**src/rtl/adder_sequencer.sv**
```systemverilog
// adder_sequencer: initiator side of the 4-bit adder interface.
// Accepts operand pairs on a ready/valid command stream and issues them to an
// adder. After a fixed latency it captures the adder result and checks it
// against a locally computed sum. Checked results are queued in a show-ahead
// response FIFO. A credit scheme (FIFO occupancy plus ops in flight) keeps the
// FIFO from ever overflowing.
module adder_sequencer #(
    parameter int LATENCY = 1,
    parameter int DEPTH   = 4
) (
    input  logic       clk,
    input  logic       reset,
    input  logic       cmd_valid,
    output logic       cmd_ready,
    input  logic [3:0] cmd_a,
    input  logic [3:0] cmd_b,
    output logic [3:0] add_a,
    output logic [3:0] add_b,
    output logic       add_valid,
    input  logic [6:0] add_c,
    output logic       rsp_valid,
    input  logic       rsp_ready,
    output logic [6:0] rsp_c,
    output logic       rsp_err,
    output logic [7:0] err_count,
    output logic       busy
);

    localparam int PW = (DEPTH > 1) ? $clog2(DEPTH) : 1;
    localparam int CW = $clog2(DEPTH + 1);
    localparam int OW = CW + 1;
    localparam logic [OW-1:0] DEPTH_O = OW'(DEPTH);

    // Reference sum of two 4-bit operands, zero-extended to the 7-bit result
    function automatic logic [6:0] ref_sum(input logic [3:0] a, input logic [3:0] b);
        return {3'b000, a} + {3'b000, b};
    endfunction

    // Handshake / credit signals
    logic          accept_s;
    logic          capture_s;
    logic          pop_s;
    logic [OW-1:0] occupied_s;

    // Issue register
    logic [3:0] add_a_q, add_a_d;
    logic [3:0] add_b_q, add_b_d;
    logic       add_valid_q, add_valid_d;
    logic [6:0] exp_q, exp_d;

    // Expected-sum pipeline, stage 0 trails add_valid by one cycle
    logic       pipe_vld_q [LATENCY];
    logic       pipe_vld_d [LATENCY];
    logic [6:0] pipe_exp_q [LATENCY];
    logic [6:0] pipe_exp_d [LATENCY];

    // Captured entry: {err, c}
    logic       cap_err_s;
    logic [7:0] cap_entry_s;

    // Response FIFO
    logic [7:0]    mem_q [DEPTH];
    logic [7:0]    mem_d [DEPTH];
    logic [PW-1:0] wr_ptr_q, wr_ptr_d;
    logic [PW-1:0] rd_ptr_q, rd_ptr_d;
    logic [CW-1:0] count_q, count_d;
    logic [7:0]    head_s;

    // Operation and error bookkeeping
    logic [CW-1:0] inflight_q, inflight_d;
    logic [7:0]    err_count_q, err_count_d;

    // Credits and handshakes: the sum of FIFO entries and ops in flight never exceeds DEPTH
    always_comb begin
        occupied_s = OW'(count_q) + OW'(inflight_q);
        cmd_ready  = !reset && (occupied_s < DEPTH_O);
        accept_s   = cmd_valid && cmd_ready;
        capture_s  = pipe_vld_q[LATENCY-1];
        pop_s      = (count_q != CW'(0)) && rsp_ready;
    end

    // Issue register next state: load on accept, otherwise drop valid and hold operands
    always_comb begin
        add_a_d     = add_a_q;
        add_b_d     = add_b_q;
        exp_d       = exp_q;
        add_valid_d = 1'b0;
        if (accept_s) begin
            add_a_d     = cmd_a;
            add_b_d     = cmd_b;
            exp_d       = ref_sum(cmd_a, cmd_b);
            add_valid_d = 1'b1;
        end else begin
            add_valid_d = 1'b0;
        end
    end

    // Expected-sum shift register, tail lines up with the adder's result cycle
    always_comb begin
        pipe_vld_d[0] = add_valid_q;
        pipe_exp_d[0] = exp_q;
        for (int i = 1; i < LATENCY; i++) begin
            pipe_vld_d[i] = pipe_vld_q[i-1];
            pipe_exp_d[i] = pipe_exp_q[i-1];
        end
    end

    // Capture: compare returned result with the expected sum carried down the pipeline
    always_comb begin
        cap_err_s   = (add_c != pipe_exp_q[LATENCY-1]);
        cap_entry_s = {cap_err_s, add_c};
    end

    // FIFO next state: write on capture, advance read pointer on pop
    always_comb begin
        mem_d    = mem_q;
        wr_ptr_d = wr_ptr_q;
        rd_ptr_d = rd_ptr_q;
        if (capture_s) begin
            mem_d[wr_ptr_q] = cap_entry_s;
            wr_ptr_d        = wr_ptr_q + PW'(1);
        end else begin
            wr_ptr_d = wr_ptr_q;
        end
        if (pop_s) begin
            rd_ptr_d = rd_ptr_q + PW'(1);
        end else begin
            rd_ptr_d = rd_ptr_q;
        end
        case ({capture_s, pop_s})
            2'b10:   count_d = count_q + CW'(1);
            2'b01:   count_d = count_q - CW'(1);
            default: count_d = count_q;
        endcase
    end

    // In-flight and saturating error counters
    always_comb begin
        case ({accept_s, capture_s})
            2'b10:   inflight_d = inflight_q + CW'(1);
            2'b01:   inflight_d = inflight_q - CW'(1);
            default: inflight_d = inflight_q;
        endcase
        if (capture_s && cap_err_s && (err_count_q != 8'hFF)) begin
            err_count_d = err_count_q + 8'd1;
        end else begin
            err_count_d = err_count_q;
        end
    end

    // Output drive: head of FIFO shown ahead, zeroed when empty
    always_comb begin
        head_s    = mem_q[rd_ptr_q];
        rsp_valid = (count_q != CW'(0));
        if (rsp_valid) begin
            rsp_c   = head_s[6:0];
            rsp_err = head_s[7];
        end else begin
            rsp_c   = 7'd0;
            rsp_err = 1'b0;
        end
        add_a     = add_a_q;
        add_b     = add_b_q;
        add_valid = add_valid_q;
        err_count = err_count_q;
        busy      = (inflight_q != CW'(0)) || rsp_valid || add_valid_q;
    end

    // Issue register state
    always_ff @(posedge clk) begin
        if (reset) begin
            add_a_q     <= 4'd0;
            add_b_q     <= 4'd0;
            add_valid_q <= 1'b0;
            exp_q       <= 7'd0;
        end else begin
            add_a_q     <= add_a_d;
            add_b_q     <= add_b_d;
            add_valid_q <= add_valid_d;
            exp_q       <= exp_d;
        end
    end

    // Expected-sum pipeline state; reset flushes it so late adder results are ignored
    always_ff @(posedge clk) begin
        if (reset) begin
            for (int i = 0; i < LATENCY; i++) begin
                pipe_vld_q[i] <= 1'b0;
                pipe_exp_q[i] <= 7'd0;
            end
        end else begin
            for (int i = 0; i < LATENCY; i++) begin
                pipe_vld_q[i] <= pipe_vld_d[i];
                pipe_exp_q[i] <= pipe_exp_d[i];
            end
        end
    end

    // Response FIFO state
    always_ff @(posedge clk) begin
        if (reset) begin
            for (int i = 0; i < DEPTH; i++) begin
                mem_q[i] <= 8'd0;
            end
            wr_ptr_q <= '0;
            rd_ptr_q <= '0;
            count_q  <= '0;
        end else begin
            mem_q    <= mem_d;
            wr_ptr_q <= wr_ptr_d;
            rd_ptr_q <= rd_ptr_d;
            count_q  <= count_d;
        end
    end

    // Counter state
    always_ff @(posedge clk) begin
        if (reset) begin
            inflight_q  <= '0;
            err_count_q <= 8'd0;
        end else begin
            inflight_q  <= inflight_d;
            err_count_q <= err_count_d;
        end
    end

    adder_sequencer_chk #(
        .DEPTH (DEPTH),
        .CW    (CW)
    ) u_chk (
        .clk_i       (clk),
        .reset_i     (reset),
        .count_i     (count_q),
        .inflight_i  (inflight_q),
        .capture_i   (capture_s),
        .pop_i       (pop_s),
        .add_valid_i (add_valid_q)
    );

endmodule

// adder_sequencer_chk: invariants of the credit scheme and response FIFO.
module adder_sequencer_chk #(
    parameter int DEPTH = 4,
    parameter int CW    = 3
) (
    input logic          clk_i,
    input logic          reset_i,
    input logic [CW-1:0] count_i,
    input logic [CW-1:0] inflight_i,
    input logic          capture_i,
    input logic          pop_i,
    input logic          add_valid_i
);

    // Check occupancy bound, overflow freedom and issue tracking every cycle
    always @(posedge clk_i) begin
        if (!reset_i) begin
            a_credit: assert ((int'(count_i) + int'(inflight_i)) <= DEPTH);
            a_no_overflow: assert (!(capture_i && !pop_i && (int'(count_i) == DEPTH)));
            a_issue_tracked: assert (!add_valid_i || (inflight_i != '0));
        end
    end

endmodule

```
**config.mk**
```make
export PLATFORM = sky130hd
export DESIGN_NAME = adder_sequencer
export DESIGN_NICKNAME = d
export VERILOG_FILES = /design/src/rtl/adder_sequencer.sv
export SDC_FILE = /design/constraint.sdc
export NUM_CORES = 1
export LEC_CHECK = 0
export CORE_MARGIN = 2
export CORE_UTILIZATION = 45
export DETAILED_ROUTE_END_ITERATION = 8
export DONT_BUFFER_PORTS = 1
export MAX_ROUTING_LAYER = met4
export PLACE_DENSITY = 0.71
export SYNTH_ARGS = -nofsm -noshare
export SYNTH_HDL_FRONTEND = slang
export SYNTH_HIERARCHICAL = 1
export SYNTH_SLANG_ARGS = --single-unit
```
**constraint.sdc**
```tcl
create_clock -name clk -period 2.5 [get_ports clk]
set_input_delay 0.5 -clock clk [delete_from_list [all_inputs] [get_ports clk]]
set_output_delay 0.5 -clock clk [all_outputs]
set_load 0.02 [all_outputs]
```
==> impl_metrics.py, run 1 <==
metrics = {
    "power_and_ir_drop": {
        "power.leakage_nw": 1.191,
        "combPwrFrac": 0.185,
        "powerDensity_mw_per_mm2": 783.0,
        "power.switching_fraction": 0.2822,
        "irDropWorstVdd_mv": 0.3399,
        "fraction_of_power_consumed_by_sequential_logic": 0.470,
        "total_switching_power_w": 0.0007503,
        "power.internal_w": 0.001908,
        "p_clk_frac": 0.345,
    },
    "timing": {
        "max-slew-margin-rel": 0.6509,
        "max_clock_freq_mhz": 427.8,
        "final.min_clock_period_ps": 2338,
        "finalHoldWorstSlack_ps": 216.2,
        "slew_viol_final": 0,
        "post-route-worst-setup-slack_ps": 162.3,
        "clock_skew_ps": 9.232,
        "finalSetupViolations": 0,
        "max_slew.worst_pin.slew_ps": 523.6,
        "period_utilization_post_route": 0.9351,
        "final_hold_viol_count": 0,
    },
    "hold_path": {
        "min_path_type": "in2reg",
    },
    "yosys": {
        "synth.largest_area_cell": "sky130_fd_sc_hd__dfxtp_1",
        "synth_edf_count": 0,
        "sequential_area_share_after_synthesis": 0.4466,
        "synthesis.yosys.warnings": 6,
        "netlist_top_cells_area": "sky130_fd_sc_hd__dfxtp_1 (45%), sky130_fd_sc_hd__nand2_1 (9.9%), sky130_fd_sc_hd__a21oi_1 (7.7%)",
        "synth-async-reset-ratio": 0,
        "yosys.area.top_type_share": 0.4466,
        "syn-num-nets": 396,
        "gate_count_of_the_mapped_netlist": 361,
        "post_synth_num_cell_types": 36,
        "ys_dominant_reg_cell": "sky130_fd_sc_hd__dfxtp_1",
        "netlist_area_sq_mm": 0.003138,
        "synth.avg_cell_area_sq_um": 8.693,
        "ys_ff_latch": 70,
    },
    "clocking": {
        "cts.repair.resized": 0,
        "ctsHtreeMaxLevel": 3,
        "cts_tree": "yes",
        "clk_transition_reported_paths_ps": 70,
        "postCtsHoldBufs": 0,
        "ctsRootBufferMaster": "sky130_fd_sc_hd__clkbuf_8",
        "clk-insertion-delay-late_ps": 340,
        "cts_setup_buffers": 0,
        "numCtsBuffers": 9,
        "clk_path_buf_depth": 2,
        "cts.sinks": 70,
    },
    "floorplanning": {
        "design.die.area_sq_mm": 0.007657,
        "placementRows": 30,
        "design.core.area_sq_mm": 0.006756,
        "die_h_um": 87.51,
        "pin_count": 47,
        "dieWidth_um": 87.51,
        "starting_density": 0.4644,
    },
    "worst_setup_path": {
        "critical_path.startpoint_type": "flop",
        "critPathMaxFanout": 4,
        "timing.setup.critical_path_class": "reg2reg",
        "required_arrival_time_at_the_worst_endpoint_ps": 2770,
        "worst_setup_path_end_kind": "flop",
        "arr_time_crit_path_ps": 2610,
    },
    "grt": {
        "grt_remaining_overflow": 0,
        "via_count_of_the_first_global_routing_pass": 2386,
        "initial_antenna_violation_count": 0,
        "global_route_wire_length_before_repair_um": 10960,
        "groute.usage.overall": 0.1889,
        "grt_max_degree": 70,
    },
    "drt": {
        "m1WireLength_um": 2781,
        "drt_first_pass_iters": 4,
        "drt-initial-drc-count": 179,
        "total_number_of_vias": 2380,
        "met3_length_um": 434,
        "drcViolationCount": 0,
        "vias_per_cell": 5.372,
        "top_layer_used": "met4",
        "avgRoutedWirePerCell_um": 14.35,
        "ant_nets": 0,
        "routed_wl_um": 6356,
        "met2_routed_wirelength_um": 3058,
    },
    "cells_and_area": {
        "final_layout_size_suffix_gt1_frac": 0.09642,
        "area.growth.synth_to_final_pct": 8.214,
        "layout_commonest_cell": "sky130_fd_sc_hd__nand2_1",
        "final.fill_count": 648,
        "postLayoutCellArea_sq_mm": 0.003396,
        "diodes": 0,
        "mostFrequentLayoutCells": "sky130_fd_sc_hd__nand2_1 (83), sky130_fd_sc_hd__dfxtp_1 (70), sky130_fd_sc_hd__a21oi_1 (48)",
        "finish.utilization": 0.5026,
        "final_nets": 393,
    },
    "status": {
        "run_status": "completed",
    },
    "placed_design": {
        "post-dp-hpwl_um": 4387,
        "dpl_cell_area_sq_mm": 0.003187,
        "detailedPlace.worstSlack_ps": 137.0,
        "io_buffers": 0,
        "gp_routability_congestion": 0.7922,
    },
    "job": {
        "drv.max_cap_violation_count": 0,
    },
}
-- kinds of logic after synthesis --
group,count (synthesis),synth area share
buffers and inverters,34,0.04505
DFF,70,0.4466
and+or+nand+nor,149,0.2121
muxes,11,0.06738
adders and majority gates,16,0.07097
AOI/OAI and AO/OA,66,0.1160
xor gates and xnor gates,15,0.04187
-- cells in the mapped netlist (2+ instances only) --
master / number
sky130_fd_sc_hd__and2_1: 14
sky130_fd_sc_hd__xnor2_1: 9
sky130_fd_sc_hd__nand4_1: 2
sky130_fd_sc_hd__mux2i_1: 2
sky130_fd_sc_hd__inv_1: 13
sky130_fd_sc_hd__a211oi_1: 5
sky130_fd_sc_hd__clkbuf_1: 12
sky130_fd_sc_hd__mux4_2: 8
sky130_fd_sc_hd__nor2_1: 20
sky130_fd_sc_hd__o21a_1: 3
sky130_fd_sc_hd__nor4_1: 2
sky130_fd_sc_hd__a21oi_1: 48
sky130_fd_sc_hd__dfxtp_1: 70
sky130_fd_sc_hd__nand3_1: 5
sky130_fd_sc_hd__or3_1: 7
sky130_fd_sc_hd__buf_2: 5
sky130_fd_sc_hd__nor3_1: 3
sky130_fd_sc_hd__xor2_1: 6
sky130_fd_sc_hd__ha_1: 13
sky130_fd_sc_hd__nand2_1: 83
sky130_fd_sc_hd__buf_1: 2
sky130_fd_sc_hd__fa_1: 3
sky130_fd_sc_hd__nor2b_1: 7
sky130_fd_sc_hd__or2_2: 2
sky130_fd_sc_hd__o21ai_0: 6
-- registers in the layout, indices dropped and copies added (netlist names) --
name	flops
mem_q	32
err_count	8
exp_q	5
pipe_exp_q	5
add_a	4
add_b	4
count_q	3
inflight_q	3
rd_ptr_q	2
wr_ptr_q	2
add_valid	1
pipe_vld_q	1
-- routing by layer --
layer	GRT usage	up-vias
li1	-	1195
met1	0.2231	1104
met2	0.3099	70
met3	0.05972	11
met4	0.05315	0
met5	-	-
-- power by group through the flow --
| stage | Clock, W | Combinational (W) | Sequential [W] |
|---|---|---|---|
| after CTS | 0.000941 | 0.000505 | 0.00125 |
| after detailed placement | 0 | 0.000503 | 0.00127 |
| after global placement | 0 | 0.000485 | 0.00127 |
| after floorplan | 0 | 0.000408 | 0.00125 |
| final | 0.000917 | 0.000493 | 0.00125 |
| after global routing | 0.000995 | 0.000556 | 0.00126 |
-- path summary, 6_finish.rpt --
kind / to / depth (start not counted) / startpoint / slack, ps
max: inflight_q[2]$_SDFFE_PP0P_ / 10 / inflight_q[2]$_SDFFE_PP0P_ / 160
max reg2reg: inflight_q[2]$_SDFFE_PP0P_ / 10 / inflight_q[2]$_SDFFE_PP0P_ / 160
min: inflight_q[1]$_SDFFE_PP0P_ / 1 / reset / 220
min reg2reg: exp_q[2]$_SDFFE_PP0P_ / 2 / exp_q[2]$_SDFFE_PP0P_ / 440
-- final cells by class --
type | count | area [sq um] | share of cell area
Multi-Input combinational cell | 257 | 1595 | 0.4698
Tap cell | 80 | 100.1 | 0.02948
Sequential cell | 70 | 1401 | 0.4127
Inverter | 14 | 52.55 | 0.01548
Clock buffer | 13 | 158.9 | 0.04679
Timing Repair Buffer | 6 | 45.04 | 0.01326
Clock inverter | 3 | 42.54 | 0.01253
-- critical path, cell delays in order (launching register included) --
cell                      delay [ps]
sky130_fd_sc_hd__dfxtp_1         380
sky130_fd_sc_hd__ha_1            250
sky130_fd_sc_hd__nor4_1          290
sky130_fd_sc_hd__and3_1          250
sky130_fd_sc_hd__inv_2            50
sky130_fd_sc_hd__ha_1            210
sky130_fd_sc_hd__inv_1            70
sky130_fd_sc_hd__fa_1            180
sky130_fd_sc_hd__xor2_1           70
sky130_fd_sc_hd__or3_1           320
sky130_fd_sc_hd__a21oi_1         180
-- metrics by stage --
stage	power, W	TNS, ps	instances
after floorplan	0.001661	0	361
after global placement	0.001757	0	426
after detailed placement	0.001777	0	426
after CTS	0.002694	0	442
after global routing	0.002810	-1.608	443
final	0.002659	0	443
Note: power is estimated with default switching activity, not from simulation.
==> inputs of run 2 (changes only) <==
Settings changed: SYNTH_HIERARCHICAL 1 to unset.
==> impl_metrics.py, run 2 <==
metrics = {
    "placed_design": {
        "post-dp-hpwl_um": 4297,
        "dpl.cell_count": 425,
        "io_buffers": 0,
        "gp_routability_congestion": 0.7566,
    },
    "drt": {
        "m1WireLength_um": 2693,
        "top_layer_used": "met4",
        "vias_per_cell": 5.280,
        "drt-initial-drc-count": 136,
        "total_number_of_vias": 2318,
        "met3_length_um": 450,
        "met2_routed_wirelength_um": 3070,
        "avgRoutedWirePerCell_um": 14.31,
        "drt_first_pass_iters": 4,
        "ant_nets": 0,
        "drcViolationCount": 0,
        "routed_wl_um": 6282,
    },
    "cells_and_area": {
        "diodes": 0,
        "layout_commonest_cell": "sky130_fd_sc_hd__nand2_1",
        "cell_count_final_fillers_out": 439,
        "area.growth.synth_to_final_pct": 7.336,
        "largest_register": "mem_q",
        "final_layout_size_suffix_gt1_frac": 0.08635,
        "largest_register_ffs": 32,
        "mostFrequentLayoutCells": "sky130_fd_sc_hd__nand2_1 (83), sky130_fd_sc_hd__dfxtp_1 (70), sky130_fd_sc_hd__a21oi_1 (48)",
        "final_nets": 391,
    },
    "clocking": {
        "cts_tree": "yes",
        "numCtsBuffers": 9,
        "ctsRootBufferMaster": "sky130_fd_sc_hd__clkbuf_8",
        "postCtsHoldBufs": 0,
        "clk_transition_reported_paths_ps": 70,
        "cts.repair.resized": 0,
        "clk-insertion-delay-late_ps": 340,
        "ctsHtreeMaxLevel": 3,
        "cts_setup_buffers": 0,
        "cts.sinks": 70,
        "clk_path_buf_depth": 2,
    },
    "yosys": {
        "most_common_cell_in_the_synthesized_netlist": "sky130_fd_sc_hd__nand2_1",
        "gate_count_of_the_mapped_netlist": 361,
        "synthesis.yosys.warnings": 0,
        "post_synth_num_cell_types": 36,
        "ys_ff_latch": 70,
        "sequential_area_share_after_synthesis": 0.4466,
        "syn-num-nets": 396,
        "synth_edf_count": 0,
        "netlist_area_sq_mm": 0.003138,
        "yosys.area.top_type_share": 0.4466,
        "synth-async-reset-ratio": 0,
        "synth.largest_area_cell": "sky130_fd_sc_hd__dfxtp_1",
        "ys_dominant_reg_cell": "sky130_fd_sc_hd__dfxtp_1",
        "synth.avg_cell_area_sq_um": 8.693,
        "netlist_top_cells_area": "sky130_fd_sc_hd__dfxtp_1 (45%), sky130_fd_sc_hd__nand2_1 (9.9%), sky130_fd_sc_hd__a21oi_1 (7.7%)",
        "synth.top_cells.by_count": "sky130_fd_sc_hd__nand2_1 (83), sky130_fd_sc_hd__dfxtp_1 (70), sky130_fd_sc_hd__a21oi_1 (48)",
    },
    "floorplanning": {
        "die_h_um": 87.51,
        "pin_count": 47,
        "starting_density": 0.4644,
        "design.core.area_sq_mm": 0.006756,
        "dieWidth_um": 87.51,
        "placementRows": 30,
        "design.die.area_sq_mm": 0.007657,
    },
    "timing": {
        "max-slew-margin-rel": 0.6659,
        "clock_skew_ps": 6.304,
        "slew_viol_final": 0,
        "final_hold_viol_count": 0,
        "setup_total_negative_slack_ps": 0,
        "grt_setup_unrepaired": "no",
        "finalSetupViolations": 0,
        "period_utilization_post_route": 0.9009,
        "max_clock_freq_mhz": 444.0,
        "max_slew.worst_pin.slew_ps": 500.4,
        "final.min_clock_period_ps": 2252,
    },
    "grt": {
        "via_count_of_the_first_global_routing_pass": 2269,
        "initial_antenna_violation_count": 0,
        "grt_remaining_overflow": 0,
        "groute.usage.overall": 0.1834,
        "global_route_wire_length_before_repair_um": 10550,
        "grt_max_degree": 70,
    },
    "worst_setup_path": {
        "worst_setup_path_end_kind": "flop",
        "crit_start": "inflight_q[2]$_SDFFE_PP0P_",
        "timing.setup.critical_path_class": "reg2reg",
        "r2r_slack_ps": 250,
        "r2r_start": "inflight_q[2]$_SDFFE_PP0P_",
        "endpoint": "inflight_q[2]$_SDFFE_PP0P_",
        "reg2reg_depth": 10,
        "critical_path.startpoint_type": "flop",
        "critPathMaxFanout": 4,
        "rr_endpoint": "inflight_q[2]$_SDFFE_PP0P_",
        "required_arrival_time_at_the_worst_endpoint_ps": 2770,
        "arr_time_crit_path_ps": 2530,
    },
    "power_and_ir_drop": {
        "p_clk_frac": 0.340,
        "total_switching_power_w": 0.0007295,
        "combPwrFrac": 0.183,
        "powerDensity_mw_per_mm2": 777.8,
        "irDropWorstVdd_mv": 0.4730,
        "fraction_of_power_consumed_by_sequential_logic": 0.476,
        "power.leakage_nw": 1.176,
        "power.internal_w": 0.001890,
        "power.switching_fraction": 0.2784,
    },
    "job": {
        "drv.max_cap_violation_count": 0,
    },
    "status": {
        "run_status": "completed",
    },
    "hold_path": {
        "min_path_type": "in2reg",
    },
}
-- run 2: worst min-delay path by stage --
stage / from / endpoint / slack [ps] / depth (start not counted)
floorplan: exp_q[2]$_SDFFE_PP0P_ / exp_q[2]$_SDFFE_PP0P_ / 430 / 2
global placement: exp_q[2]$_SDFFE_PP0P_ / exp_q[2]$_SDFFE_PP0P_ / 430 / 2
detailed placement: exp_q[2]$_SDFFE_PP0P_ / exp_q[2]$_SDFFE_PP0P_ / 440 / 2
CTS: reset / count_q[0]$_SDFFE_PP0P_ / 210 / 1
global route: reset / inflight_q[1]$_SDFFE_PP0P_ / 200 / 1
finish: reset / count_q[0]$_SDFFE_PP0P_ / 230 / 1
-- run 2: power by group through the flow --
stage          Clock [W]  Combinational [W]  Sequential (W)
6_report        0.000892           0.000481         0.00125
5_1_grt         0.000958           0.000541         0.00126
4_1_cts         0.000912           0.000496         0.00125
3_5_place_dp           0           0.000493         0.00127
3_3_place_gp           0           0.000477         0.00127
2_1_floorplan          0           0.000408         0.00125
-- run 2: metrics by stage --
step	worst slack (ps)	cell area (sq um)	hold slack, ps	util	total power (W)
final	247.9	3368	226.6	0.4985	0.002620
after global routing	26.35	3368	204.2	0.4985	0.002755
after CTS	223.6	3368	211.3	0.4985	0.002656
after detailed placement	242.2	3179	437.9	0.4706	0.001767
after global placement	335.2	3179	432.0	0.4706	0.001747
after floorplan	9.256	3138	427.3	-	0.001661
-- run 2: cell families (layout without fill, tap and decap cells) --
family | after synthesis | after routing | synth area share
xor gates and xnor gates | 15 | 15 | 0.04187
buffers and inverters | 34 | 32 | 0.04505
adders and majority gates | 16 | 16 | 0.07097
AOI/OAI and AO/OA | 66 | 66 | 0.1160
DFF | 70 | 70 | 0.4466
and+or+nand+nor | 149 | 149 | 0.2121
muxes | 11 | 11 | 0.06738
-- run 2: cell type report --
cell class | count | area, sq um
Clock buffer | 13 | 158.9
Multi-Input combinational cell | 257 | 1595
Tap cell | 80 | 100.1
Timing Repair Buffer | 4 | 30.03
Sequential cell | 70 | 1401
Fill cell | 638 | 3388
Clock inverter | 1 | 30.03
Inverter | 14 | 52.55
-- run 2: critical path: stages, from the launching register on --
cell                      delay [ps]
sky130_fd_sc_hd__dfxtp_1         380
sky130_fd_sc_hd__ha_1            250
sky130_fd_sc_hd__nor4_1          290
sky130_fd_sc_hd__and3_1          250
sky130_fd_sc_hd__inv_2            50
sky130_fd_sc_hd__ha_1            210
sky130_fd_sc_hd__inv_1            70
sky130_fd_sc_hd__fa_1            170
sky130_fd_sc_hd__xor2_1           80
sky130_fd_sc_hd__or3_1           300
sky130_fd_sc_hd__a21oi_1         140
-- run 2: layer usage --
| layer | global-route usage | up-vias |
|---|---|---|
| met2 | 0.2975 | 67 |
| met3 | 0.06540 | 9 |
| met5 | - | - |
| li1 | - | 1184 |
| met4 | 0.05035 | 0 |
| met1 | 0.2153 | 1058 |
==> inputs of run 3 (changes only) <==
Settings changed: GPL_ROUTABILITY_DRIVEN set to 0, PLACE_DENSITY 0.71 to 0.63.
==> impl_metrics.py, run 3 (synthesized netlist as in run 2, its figures left out) <==
metrics = {
    "status": {
        "run_status": "completed",
    },
    "power_and_ir_drop": {
        "total_power_w": 0.002645,
        "powerDensity_mw_per_mm2": 780.8,
        "irDropWorstVdd_mv": 0.4915,
        "power.leakage_nw": 1.192,
    },
    "timing": {
        "slew_viol_final": 0,
        "setup_total_negative_slack_ps": 0,
        "final.min_clock_period_ps": 2286,
        "clock_skew_ps": 5.798,
        "grt_setup_unrepaired": "no",
        "post-route-worst-setup-slack_ps": 214.4,
        "max-slew-margin-rel": 0.6646,
        "final_hold_viol_count": 0,
        "max_clock_freq_mhz": 437.5,
        "finalSetupViolations": 0,
        "max_slew.worst_pin.slew_ps": 503.1,
        "period_utilization_post_route": 0.9142,
    },
    "cells_and_area": {
        "postLayoutCellArea_sq_mm": 0.003387,
        "final_nets": 392,
        "finish.utilization": 0.5013,
        "largest_register": "mem_q",
        "layout_commonest_cell": "sky130_fd_sc_hd__nand2_1",
        "diodes": 0,
        "final_layout_size_suffix_gt1_frac": 0.09669,
        "mostFrequentLayoutCells": "sky130_fd_sc_hd__nand2_1 (83), sky130_fd_sc_hd__dfxtp_1 (70), sky130_fd_sc_hd__a21oi_1 (48)",
        "area.growth.synth_to_final_pct": 7.935,
        "largest_register_ffs": 32,
    },
    "grt": {
        "groute.usage.overall": 0.1820,
        "grt_max_degree": 70,
        "global_route_wire_length_before_repair_um": 10430,
        "grt_remaining_overflow": 0,
        "via_count_of_the_first_global_routing_pass": 2222,
        "initial_antenna_violation_count": 0,
    },
    "placed_design": {
        "detailedPlace.worstSlack_ps": 281.9,
        "io_buffers": 0,
        "dpl_cell_area_sq_mm": 0.003187,
        "post-dp-hpwl_um": 4200,
    },
    "job": {
        "drv.max_cap_violation_count": 0,
    },
    "worst_setup_path": {
        "arr_time_crit_path_ps": 1790,
        "critical_path.startpoint_type": "flop",
        "worst_setup_path_end_kind": "primary output",
        "timing.setup.critical_path_class": "reg2out",
        "critPathMaxFanout": 6,
        "required_arrival_time_at_the_worst_endpoint_ps": 2000,
    },
    "floorplanning": {
        "design.core.area_sq_mm": 0.006756,
        "design.die.area_sq_mm": 0.007657,
        "placementRows": 30,
        "die_h_um": 87.51,
        "pin_count": 47,
        "dieWidth_um": 87.51,
        "starting_density": 0.4644,
    },
    "clocking": {
        "cts_tree": "yes",
        "postCtsHoldBufs": 0,
        "ctsHtreeMaxLevel": 3,
        "ctsRootBufferMaster": "sky130_fd_sc_hd__clkbuf_8",
        "cts.sinks": 70,
        "clk_path_buf_depth": 2,
        "cts.repair.resized": 0,
        "cts_setup_buffers": 0,
        "clk-insertion-delay-late_ps": 340,
        "clk_transition_reported_paths_ps": 70,
        "numCtsBuffers": 9,
    },
    "drt": {
        "drt-initial-drc-count": 117,
        "m1WireLength_um": 2928,
        "ant_nets": 0,
        "routed_wl_um": 6268,
        "drcViolationCount": 0,
        "drt_first_pass_iters": 4,
        "total_number_of_vias": 2314,
        "met3_length_um": 361,
        "top_layer_used": "met4",
        "avgRoutedWirePerCell_um": 14.18,
        "met2_routed_wirelength_um": 2909,
        "vias_per_cell": 5.235,
    },
    "hold_path": {
        "min_path_type": "in2reg",
    },
}
[run 3: per-layer routing]
layer / GRT usage / up-vias
met4: 0.06154 / 0
met5: - / -
met3: 0.05498 / 7
met2: 0.2872 / 56
met1: 0.2221 / 1059
li1: - / 1192
[run 3: path summary, 6_finish.rpt]
check	startpoint	end	slack, ps	cells past startpoint
setup / recovery	rd_ptr_q[0]$_SDFFE_PP0N_	rsp_c[5]	210	3
hold reg to reg	exp_q[2]$_SDFFE_PP0P_	exp_q[2]$_SDFFE_PP0P_	450	2
setup reg to reg	inflight_q[1]$_SDFFE_PP0P_	inflight_q[2]$_SDFFE_PP0P_	260	10
hold / removal	reset	mem_q[19]$_SDFFE_PP0P_	230	1
[run 3: through the flow]
step	cells	hold WS, ps
global route	442	207.0
global placement	426	433.8
floorplan	361	427.3
detailed placement	426	435.6
CTS	442	202.9
finish	442	225.6
[run 3: final cells by class]
cell class	instances	area, sq um
clock buffer	12	155.1
clock inverter	4	45.04
fill	648	3369
inverter	14	52.55
multi-input combinational	257	1595
sequential	70	1401
tap	80	100.1
timing repair buffer	5	37.54
[run 3: where the power goes]
part,leakage [nW],internal (W),total [W],switching [W]
Clock,0.106,0.000511,0.000921,0.000410
Combinational,0.518,0.000203,0.000469,0.000266
Sequential,0.568,0.00118,0.00126,0.0000746
[run 3: critical path, cell delays in order (launching register included)]
cell	delay (ps)
sky130_fd_sc_hd__dfxtp_1	460
sky130_fd_sc_hd__buf_4	250
sky130_fd_sc_hd__mux4_2	500
sky130_fd_sc_hd__and2_1	240
